$ cat src/rtl/sift_pkg.sv
// Shared types for the SIFT gradient pipeline.
// Holds the gradient_fetch FSM state enum, the eight orientation-octant codes,
// and the result record layout {addr, mag, bin}. The record is sized for the
// default 64x64 image at 8-bit depth.
package sift_pkg;

  typedef enum logic [1:0] {
    ST_IDLE  = 2'd0,
    ST_READ  = 2'd1,
    ST_DRAIN = 2'd2,
    ST_DONE  = 2'd3
  } grad_state_t;

  // Orientation octants, counterclockwise from +x.
  localparam logic [2:0] BIN_0 = 3'd0;
  localparam logic [2:0] BIN_1 = 3'd1;
  localparam logic [2:0] BIN_2 = 3'd2;
  localparam logic [2:0] BIN_3 = 3'd3;
  localparam logic [2:0] BIN_4 = 3'd4;
  localparam logic [2:0] BIN_5 = 3'd5;
  localparam logic [2:0] BIN_6 = 3'd6;
  localparam logic [2:0] BIN_7 = 3'd7;

  localparam int unsigned GRAD_ADDR_W = 12;
  localparam int unsigned GRAD_MAG_W  = 10;
  localparam int unsigned GRAD_BIN_W  = 3;

  typedef struct packed {
    logic [GRAD_ADDR_W-1:0] addr;
    logic [GRAD_MAG_W-1:0]  mag;
    logic [GRAD_BIN_W-1:0]  bin;
  } gradient_result_t;

endpackage

$ cat src/rtl/result_fifo.sv
// Synchronous first-word-fall-through FIFO.
// Ports: clk, rst_n (async active-low), push/din (write), pop (read ack),
// rd_data_c (head entry, combinational from storage), not_empty_c (head valid),
// count (registered occupancy, used by the upstream credit logic).
// DEPTH must be a power of two so the pointers wrap naturally.
module result_fifo #(
  parameter int unsigned DATA_W = 8,
  parameter int unsigned DEPTH  = 4
) (
  input  logic                             clk,
  input  logic                             rst_n,
  input  logic                             push,
  input  logic [DATA_W-1:0]                din,
  input  logic                             pop,
  output logic [DATA_W-1:0]                rd_data_c,
  output logic                             not_empty_c,
  output logic [$clog2(DEPTH+1)-1:0]       count
);

  localparam int unsigned PTR_W = (DEPTH > 1) ? $clog2(DEPTH) : 1;
  localparam int unsigned CNT_W = $clog2(DEPTH + 1);

  logic [DATA_W-1:0] mem [DEPTH];
  logic [PTR_W-1:0]  wr_ptr;
  logic [PTR_W-1:0]  rd_ptr;
  logic              do_push;
  logic              do_pop;

  assign not_empty_c = (count != '0);
  assign rd_data_c   = mem[rd_ptr];
  assign do_pop      = pop && not_empty_c;
  // A full FIFO may still accept a write in the same cycle it is popped.
  assign do_push     = push && ((count < CNT_W'(DEPTH)) || do_pop);

  // Storage and pointers; storage is cleared so the head reads zero after reset.
  always_ff @(posedge clk or negedge rst_n) begin
    if (!rst_n) begin
      for (int unsigned i = 0; i < DEPTH; i++) mem[i] <= '0;
      wr_ptr <= '0;
      rd_ptr <= '0;
      count  <= '0;
    end else begin
      if (do_push) begin
        mem[wr_ptr] <= din;
        wr_ptr      <= PTR_W'(wr_ptr + PTR_W'(1));
      end
      if (do_pop) rd_ptr <= PTR_W'(rd_ptr + PTR_W'(1));
      case ({do_push, do_pop})
        2'b10:   count <= CNT_W'(count + CNT_W'(1));
        2'b01:   count <= CNT_W'(count - CNT_W'(1));
        default: count <= count;
      endcase
    end
  end

endmodule

$ cat src/rtl/gradient_fetch.sv
// Raster-order reader of the x/y gradient BRAMs. Each (gx, gy) pair becomes a
// magnitude |gx|+|gy| and an 8-way orientation octant, emitted on a
// valid/ready stream through a credit-protected FWFT skid FIFO.
// Ports:
//   clk_in, rst_in (async active-low), start_in (one-cycle start, IDLE only)
//   read_addr / read_addr_valid : shared BRAM address and read enable
//   x_pixel_in / y_pixel_in      : signed gradients, 2 cycles after the read
//   out_valid / out_ready        : result handshake
//   out_addr / out_mag / out_bin : result payload
//   busy (not IDLE), fetch_done (one-cycle pulse after last accept)
// Build option: define GRAD_MAG_SAT_EN to saturate out_mag at 2^BIT_DEPTH-1.
module gradient_fetch
  import sift_pkg::*;
#(
  parameter int unsigned BIT_DEPTH  = 8,
  parameter int unsigned WIDTH      = 64,
  parameter int unsigned HEIGHT     = 64,
  parameter int unsigned FIFO_DEPTH = 4,
  localparam int unsigned ADDR_W    = $clog2(WIDTH * HEIGHT)
) (
  input  logic                 clk_in,
  input  logic                 rst_in,
  input  logic                 start_in,
  output logic [ADDR_W-1:0]    read_addr,
  output logic                 read_addr_valid,
  input  logic [BIT_DEPTH:0]   x_pixel_in,
  input  logic [BIT_DEPTH:0]   y_pixel_in,
  output logic                 out_valid,
  input  logic                 out_ready,
  output logic [ADDR_W-1:0]    out_addr,
  output logic [BIT_DEPTH+1:0] out_mag,
  output logic [2:0]           out_bin,
  output logic                 busy,
  output logic                 fetch_done
);

  localparam int unsigned GW     = BIT_DEPTH + 1;
  localparam int unsigned MAG_W  = BIT_DEPTH + 2;
  localparam int unsigned BIN_W  = 3;
  localparam int unsigned NPIX   = WIDTH * HEIGHT;
  localparam int unsigned DATA_W = ADDR_W + MAG_W + BIN_W;
  localparam int unsigned FCNT_W = $clog2(FIFO_DEPTH + 1);
  localparam int unsigned CR_W   = $clog2(FIFO_DEPTH + 4) + 1;
  localparam logic [ADDR_W-1:0] LAST_ADDR = ADDR_W'(NPIX - 1);

  grad_state_t state;
  grad_state_t state_next;

  logic              issue_c;
  logic              pop_c;
  logic              credit_ok_c;
  logic [CR_W-1:0]   credit_used_c;
  logic [FCNT_W-1:0] fifo_count;

  logic              s1_valid, s2_valid, comp_valid;
  logic [ADDR_W-1:0] s1_addr, s2_addr, comp_addr;
  logic [MAG_W-1:0]  comp_mag;
  logic [BIN_W-1:0]  comp_bin;

  logic [GW-1:0]     ax_c, ay_c;
  logic [MAG_W-1:0]  sum_c, mag_c;
  logic [BIN_W-1:0]  bin_c;
  logic              gx_neg, gy_neg, gx_zero, gy_zero;

  assign pop_c = out_valid && out_ready;

  // Credit: results already queued (net of this cycle's pop) plus reads still
  // in the BRAM stages or the compute register must leave room for one more.
  assign credit_used_c = CR_W'(fifo_count) - CR_W'(pop_c) + CR_W'(s1_valid)
                       + CR_W'(s2_valid) + CR_W'(comp_valid);
  assign credit_ok_c   = credit_used_c < CR_W'(FIFO_DEPTH);

  assign read_addr_valid = issue_c;

  // Next-state and read-issue decode.
  always_comb begin
    state_next = state;
    issue_c    = 1'b0;
    case (state)
      ST_IDLE: begin
        if (start_in) state_next = ST_READ;
      end
      ST_READ: begin
        if (credit_ok_c) begin
          issue_c = 1'b1;
          if (read_addr == LAST_ADDR) state_next = ST_DRAIN;
        end
      end
      ST_DRAIN: begin
        if (!s1_valid && !s2_valid && !comp_valid &&
            ((fifo_count == '0) || ((fifo_count == FCNT_W'(1)) && pop_c)))
          state_next = ST_DONE;
      end
      ST_DONE: state_next = ST_IDLE;
      default: state_next = ST_IDLE;
    endcase
  end

  // State register with registered status outputs.
  always_ff @(posedge clk_in or negedge rst_in) begin
    if (!rst_in) begin
      state      <= ST_IDLE;
      busy       <= 1'b0;
      fetch_done <= 1'b0;
    end else begin
      state      <= state_next;
      busy       <= (state_next != ST_IDLE);
      fetch_done <= (state_next == ST_DONE);
    end
  end

  // Raster address counter; parks on the last address once it has been read.
  always_ff @(posedge clk_in or negedge rst_in) begin
    if (!rst_in) begin
      read_addr <= '0;
    end else if ((state == ST_IDLE) && start_in) begin
      read_addr <= '0;
    end else if (issue_c && (read_addr != LAST_ADDR)) begin
      read_addr <= ADDR_W'(read_addr + ADDR_W'(1));
    end
  end

  // Magnitude and octant of the pair arriving from the BRAMs this cycle.
  always_comb begin
    gx_neg  = x_pixel_in[GW-1];
    gy_neg  = y_pixel_in[GW-1];
    gx_zero = (x_pixel_in == '0);
    gy_zero = (y_pixel_in == '0);
    // Unsigned GW-bit absolute value, so the most negative code maps to 2^BIT_DEPTH.
    ax_c    = gx_neg ? GW'(~x_pixel_in + GW'(1)) : x_pixel_in;
    ay_c    = gy_neg ? GW'(~y_pixel_in + GW'(1)) : y_pixel_in;
    sum_c   = MAG_W'(ax_c) + MAG_W'(ay_c);
`ifdef GRAD_MAG_SAT_EN
    mag_c   = (sum_c > MAG_W'((1 << BIT_DEPTH) - 1)) ? MAG_W'((1 << BIT_DEPTH) - 1) : sum_c;
`else
    mag_c   = sum_c;
`endif
    // Octant boundaries fall into the higher bin; the zero vector is bin 0.
    if (!gx_neg && !gx_zero && !gy_neg)
      bin_c = (ay_c >= ax_c) ? BIN_1 : BIN_0;
    else if ((gx_neg || gx_zero) && !gy_neg && !gy_zero)
      bin_c = (ax_c >= ay_c) ? BIN_3 : BIN_2;
    else if (gx_neg && (gy_neg || gy_zero))
      bin_c = (ay_c >= ax_c) ? BIN_5 : BIN_4;
    else if (!gx_neg && gy_neg)
      bin_c = (ax_c >= ay_c) ? BIN_7 : BIN_6;
    else
      bin_c = BIN_0;
  end

  // Address/valid delay line matching the BRAM latency, then the compute register.
  always_ff @(posedge clk_in or negedge rst_in) begin
    if (!rst_in) begin
      s1_valid   <= 1'b0;
      s2_valid   <= 1'b0;
      comp_valid <= 1'b0;
      s1_addr    <= '0;
      s2_addr    <= '0;
      comp_addr  <= '0;
      comp_mag   <= '0;
      comp_bin   <= '0;
    end else begin
      s1_valid   <= issue_c;
      s1_addr    <= read_addr;
      s2_valid   <= s1_valid;
      s2_addr    <= s1_addr;
      comp_valid <= s2_valid;
      if (s2_valid) begin
        comp_addr <= s2_addr;
        comp_mag  <= mag_c;
        comp_bin  <= bin_c;
      end
    end
  end

  result_fifo #(
    .DATA_W (DATA_W),
    .DEPTH  (FIFO_DEPTH)
  ) u_result_fifo (
    .clk         (clk_in),
    .rst_n       (rst_in),
    .push        (comp_valid),
    .din         ({comp_addr, comp_mag, comp_bin}),
    .pop         (pop_c),
    .rd_data_c   ({out_addr, out_mag, out_bin}),
    .not_empty_c (out_valid),
    .count       (fifo_count)
  );

endmodule

$ cat config.mk
export PLATFORM = sky130hd
export DESIGN_NAME = gradient_fetch
export DESIGN_NICKNAME = d
export VERILOG_FILES = /design/src/rtl/sift_pkg.sv /design/src/rtl/result_fifo.sv /design/src/rtl/gradient_fetch.sv
export SDC_FILE = /design/constraint.sdc
export NUM_CORES = 1
export LEC_CHECK = 0
export BUFFER_PORTS_ARGS = -buffer_cell sky130_fd_sc_hd__buf_2
export CAP_MARGIN = 20
export CORE_MARGIN = 8
export CORE_UTILIZATION = 55
export CTS_CLUSTER_DIAMETER = 200
export DETAILED_ROUTE_END_ITERATION = 10
export PLACE_DENSITY_LB_ADDON = 0.12
export REMOVE_ABC_BUFFERS = 1
export SLEW_MARGIN = 20
export SYNTH_ARGS = -nofsm -noshare
export SYNTH_HDL_FRONTEND = slang
export SYNTH_SLANG_ARGS = --single-unit
$ cat constraint.sdc
create_clock -name clk_in -period 5.2 [get_ports clk_in]
set_input_delay 0 -clock clk_in [delete_from_list [all_inputs] [get_ports clk_in]]
set_output_delay 0 -clock clk_in [all_outputs]
set_load 0.005 [all_outputs]
==> reports/metrics.yaml, run 1 <==
status: "complete, no violations"
postCtsSetupBuffers: 0
synth_common_cells: "dfrtp_1 (175), mux2_2 (117), ha_1 (35)"
synth-async-reset-ratio: 1.00
min_from: "x_pixel_in[8]"
via_per_inst: 5.68
setup_viol: 0
p_sw_frac: 0.325
ys_seq_area_frac: 0.531
min_path_type: "in2reg"
gp_congestion: 0.852
wirelength_um: 16500
final_util: 0.641
grt_max_degree: 115
maxSlewViolCount: 0
clockBufferDepth: 2
top_usage_layer: "met2"
ir_drop_v: 0.000420
period_share: 0.720
rows: 44
finalCriticalPeriod_ps: 3740
met3_usage: 0.0462
place.port_buffers: 62
die-height_um: 138
pwr_density_cell_nw_per_um2: 555
post-place-ws_ps: 1660
final_nets: 732
synthTopCellsByArea: "dfrtp_1 (53%), mux2_2 (16%), mux4_2 (6.8%), ha_1 (5.3%), xnor2_1 (3.3%)"
ys_ff_latch: 175
grt_antenna_before_repair: 0
clkPwrFrac: 0.244
regArea_sq_um: 4380
antenna_left: 0
power.internal_mw: 3.50
hold_depth: 3
grt_pass1_wl_um: 27200
avgSynthCellArea_sq_um: 13.6
clock_latency_ps: 430
finalHoldViolCount: 0
min_to: "comp_bin[2]$_DFFE_PN0P_"
stdcell_area_sq_um: 9350
drc: 0
cts_resized: 0
layout-drive-gt1-share: 0.379
clock.fmax_mhz: 267
cp_max_fo: 16
io_pins: 63
cp.arrival_ps: 3740
cts_num_sinks: 175
path_clk_slew_ps: 60
reg2regPathDepth: 13
placed_cell_area_sq_um: 8720
crit_path_start_kind: "flop"
rsz0062_at_grt: "false"
met2_usage: 0.278
numCtsBuffers: 17
yosys_most_used_dff: "dfrtp_1"
synthesis.area_sq_um: 8250
syn_to_final_growth_pct: 13.3
combPwrFrac: 0.333
p_leak_nw: 4.48
grt_pass1_vias: 5216
cp.required_ps: 5200
pwr-share-seq: 0.423
fp.dieW_um: 138
htreeDepth: 4
p_switching_mw: 1.69
netlist_instances: 605
r2r_start: "u_result_fifo.count[1]$_DFFE_PN0P_"
root_buffer: "clkbuf_16"
netlist.area_leader.share: 0.531
worst_slew_pin_slew_ps: 928
first_pass_iters: 4
cts_tree: "built"
antenna_cells: 0
slew_headroom: 0.381
tns_ps: 0
yosys.area.top_type: "dfrtp_1"
multiInputGateArea_sq_um: 3620
groute.usage.overall: 0.177
via_count: 4944
die_area_sq_um: 19200
dp_hpwl_um: 10900
fin_ws_ps: 1460
path_class: "reg2out"
yosysWarnings: 0
fill_cells: 1080
reg2reg_to: "read_addr[0]$_DFFE_PN0P_"
coreArea_sq_um: 14600
skew_ps: 5.86
drt_iter0_drc: 252
synth_edf_count: 0
grt_overflow_total: 0
yosysUniqueCellTypes: 51
initial_utilization: 0.565
holdWs_ps: 82.1
rrSetupSlack_ps: 1650
wl_per_cell_um: 19.0
cp-end-kind: "output port"
synth_most_common_cell: "dfrtp_1"
use_met1: 0.234
cap_violations: 0
## kinds of logic after synthesis
logic type	after synthesis	share of synthesized area
xor+xnor	33	0.0351
buf+inv	53	0.0293
fa+ha+maj	37	0.0580
mux	145	0.232
compound gates	57	0.0431
simple gates	105	0.0712
flops	175	0.531
## layout make-up
cell class,count,share of cell area
clock buffers,21,0.0493
clock inverters,11,0.0138
multi-input cells,377,0.388
repair buffers,73,0.0438
inverters,29,0.0116
well taps,184,0.0246
flip-flops and latches,175,0.469
## registers in the layout, indices dropped and copies added, names as in the netlist
signal,flops
u_result_fifo.mem,100
s2_addr,12
u_result_fifo.rd_ptr,2
busy,1
fetch_done,1
s1_valid,1
comp_mag,10
state,2
u_result_fifo.wr_ptr,2
s2_valid,1
s1_addr,12
read_addr,12
comp_valid,1
comp_addr,12
u_result_fifo.count,3
comp_bin,3
## per-layer routing
metal,routed length [um],up-vias
li1,-,2294
met1,7670,2545
met2,7920,86
met3,658,19
met4,244,0
met5,0,-
## placed cells by master (no fill, tap or decap), types with 8 or more instances in the layout
cell type	instances
a21oi_1	12
buf_2	61
buf_4	8
clkbuf_16	17
dfrtp_1	174
ha_1	35
inv_1	29
mux2_2	117
mux4_2	25
nand2_1	31
nor2_1	25
o21ai_0	20
xnor2_1	31
## power by group through the flow
stage	sequential [mW]	clock, mW	combinational (mW)
floorplan	2.13	0	1.21
global placement	2.17	0	1.68
detailed placement	2.23	0	1.74
CTS	2.20	1.29	1.75
global route	2.27	1.35	1.89
finish	2.20	1.27	1.73
## stage by stage
step	total power, mW	cells
global route	5.51	870
detailed placement	3.97	835
floorplan	3.34	581
CTS	5.24	870
global placement	3.86	835
finish	5.19	870
## worst max-delay path, cell delays in order, from the launching register on
cell	delay, ps
dfrtp_1	400
inv_1	160
ha_1	200
nand2_1	70
and2_1	200
ha_1	290
inv_1	50
fa_1	360
ha_1	300
a31o_1	240
a31oi_2	750
nor2_1	120
buf_2	170
## worst max path at each step
stage | startpoint | cells after the start | slack, ps | end
6_report | u_result_fifo.count[1]$_DFFE_PN0P_ | 12 | 1460 | read_addr_valid
5_1_grt | u_result_fifo.count[1]$_DFFE_PN0P_ | 12 | 1200 | read_addr_valid
4_1_cts | u_result_fifo.count[1]$_DFFE_PN0P_ | 12 | 1430 | read_addr_valid
3_5_place_dp | u_result_fifo.count[1]$_DFFE_PN0P_ | 13 | 1660 | read_addr[0]$_DFFE_PN0P_
3_3_place_gp | u_result_fifo.count[1]$_DFFE_PN0P_ | 13 | 1780 | read_addr[6]$_DFFE_PN0P_
2_1_floorplan | s2_valid$_DFF_PN0_ | 10 | 1780 | read_addr[10]$_DFFE_PN0P_
## repair_timing
item                                    in CTS  in global routing
hold buffers                                 3                  0
endpoints found under the setup margin       0                  0
endpoints found under the hold margin      116                  0
Note: power is estimated with default switching activity, not from simulation.
==> inputs of run 2 (changes only) <==
clock period = 3.85 ns   (was 5.2 ns; I/O delays follow)
==> reports/metrics.yaml, run 2 (synthesized netlist as in run 1, its figures left out) <==
grt_antenna_before_repair: 0
place.port_buffers: 62
coreArea_sq_um: 14600
via_count: 4896
fill_cells: 1105
finalCriticalPeriod_ps: 3410
finalHoldViolCount: 0
r2r_start: "u_result_fifo.count[1]$_DFFE_PN0P_"
path_class: "reg2reg"
cp.arrival_ps: 3720
root_buffer: "clkbuf_16"
path_clk_slew_ps: 70
crit_path_start_kind: "flop"
drt_iter0_drc: 232
min_path_type: "in2reg"
grt_pass1_wl_um: 27600
io_pins: 63
layout-drive-gt1-share: 0.385
rows: 44
numCtsBuffers: 17
most-common-layout-cells: "dfrtp_1 (174), mux2_2 (117), buf_2 (61)"
groute.usage.overall: 0.177
cts_tree: "built"
antenna_left: 0
via_per_inst: 5.61
multiInputGateArea_sq_um: 3620
antenna_cells: 0
min_to: "state[0]$_DFF_PN0_"
cap_violations: 0
cp.required_ps: 4160
ir_drop_v: 0.000605
pwr_density_cell_nw_per_um2: 750
gp_congestion: 0.855
clock_latency_ps: 420
setup_viol: 0
largest_register_ffs: 100
fp.dieW_um: 138
min_from: "start_in"
maxSlewViolCount: 0
period_share: 0.885
status: "complete, no violations"
reg2regPathDepth: 15
slew_headroom: 0.470
p_leak_nw: 4.51
die-height_um: 138
skew_ps: 7.10
placed_cell_area_sq_um: 8740
clockBufferDepth: 2
finalPower_mw: 7.05
die_area_sq_um: 19200
holdWs_ps: 42.4
cp_max_fo: 16
clock.fmax_mhz: 294
cts_num_sinks: 175
rsz0062_at_grt: "false"
grt_max_degree: 89
worst_slew_pin_slew_ps: 794
tns_ps: 0
hold_depth: 4
rrSetupSlack_ps: 440
final_common_cell: "dfrtp_1"
first_pass_iters: 4
reg2reg_to: "read_addr[10]$_DFFE_PN0P_"
wl_per_cell_um: 18.4
top_register: "u_result_fifo.mem"
drc: 0
grt_overflow_total: 0
dp_hpwl_um: 10800
final_nets: 736
htreeDepth: 4
regArea_sq_um: 4380
wirelength_um: 16100
stdcell_area_sq_um: 9400
grt_pass1_vias: 5359
syn_to_final_growth_pct: 14.0
postCtsSetupBuffers: 0
initial_utilization: 0.565
cp-end-kind: "flop"
==> run 2: cell types whose count changed in the layout (fill, tap and decap cells not counted), sizes merged <==
cell | previous run | this run
buf | 69 | 74
clkbuf | 22 | 20
clkinvlp | 1 | 2
inv | 33 | 32
==> run 2: layout make-up <==
type / instances / area share
timing repair buffer: 77 / 0.0486
clock buffer: 20 / 0.0497
multi-input combinational: 377 / 0.386
sequential: 175 / 0.466
inverter: 29 / 0.0116
clock inverter: 11 / 0.0140
tap: 184 / 0.0245
==> run 2: worst max-delay path, cell delays in order (launching register included) <==
cell     delay [ps]
dfrtp_1         400
inv_1           160
ha_1            210
nand2_1          70
and2_1          210
ha_1            280
inv_1            50
fa_1            380
ha_1            290
a31o_1          240
nor3_2          180
a31oi_2          50
buf_4           200
nor4_1          370
xnor2_1         170
nor2_1           50
==> run 2: metrics by stage <==
step,util,cells,setup WS (ps)
after floorplan,-,581,432
after CTS,0.642,872,419
final,0.644,873,444
after global placement,0.599,838,608
after global routing,0.644,873,198
after detailed placement,0.599,838,426
==> run 2: worst max-delay path by stage <==
stage                                                  start                   endpoint
after global placement    u_result_fifo.count[1]$_DFFE_PN0P_   read_addr[6]$_DFFE_PN0P_
after global routing      u_result_fifo.count[0]$_DFFE_PN0P_   read_addr[8]$_DFFE_PN0P_
after CTS                 u_result_fifo.count[1]$_DFFE_PN0P_  read_addr[10]$_DFFE_PN0P_
after detailed placement  u_result_fifo.count[1]$_DFFE_PN0P_  read_addr[10]$_DFFE_PN0P_
final                     u_result_fifo.count[1]$_DFFE_PN0P_  read_addr[10]$_DFFE_PN0P_
after floorplan                           s2_valid$_DFF_PN0_  read_addr[10]$_DFFE_PN0P_
==> run 2: power breakdown <==
group	leakage (nW)	internal [mW]	switching [mW]
registers	2.26	2.47	0.457
logic	1.95	1.31	1.10
clock network	0.291	1.01	0.698
total	4.51	4.79	2.26
==> run 2: what timing repair did <==
item,CTS,global route
hold buffers,3,0
hold endpoints to repair,88,0
gates resized for setup,0,0
==> run 2: layer usage <==
| metal | routed length (um) | global-route usage | vias up |
|---|---|---|---|
| li1 | - | - | 2296 |
| met1 | 7340 | 0.230 | 2510 |
| met2 | 7940 | 0.289 | 70 |
| met3 | 566 | 0.0404 | 20 |
| met4 | 239 | 0.0549 | 0 |
| met5 | 0 | 0 | - |
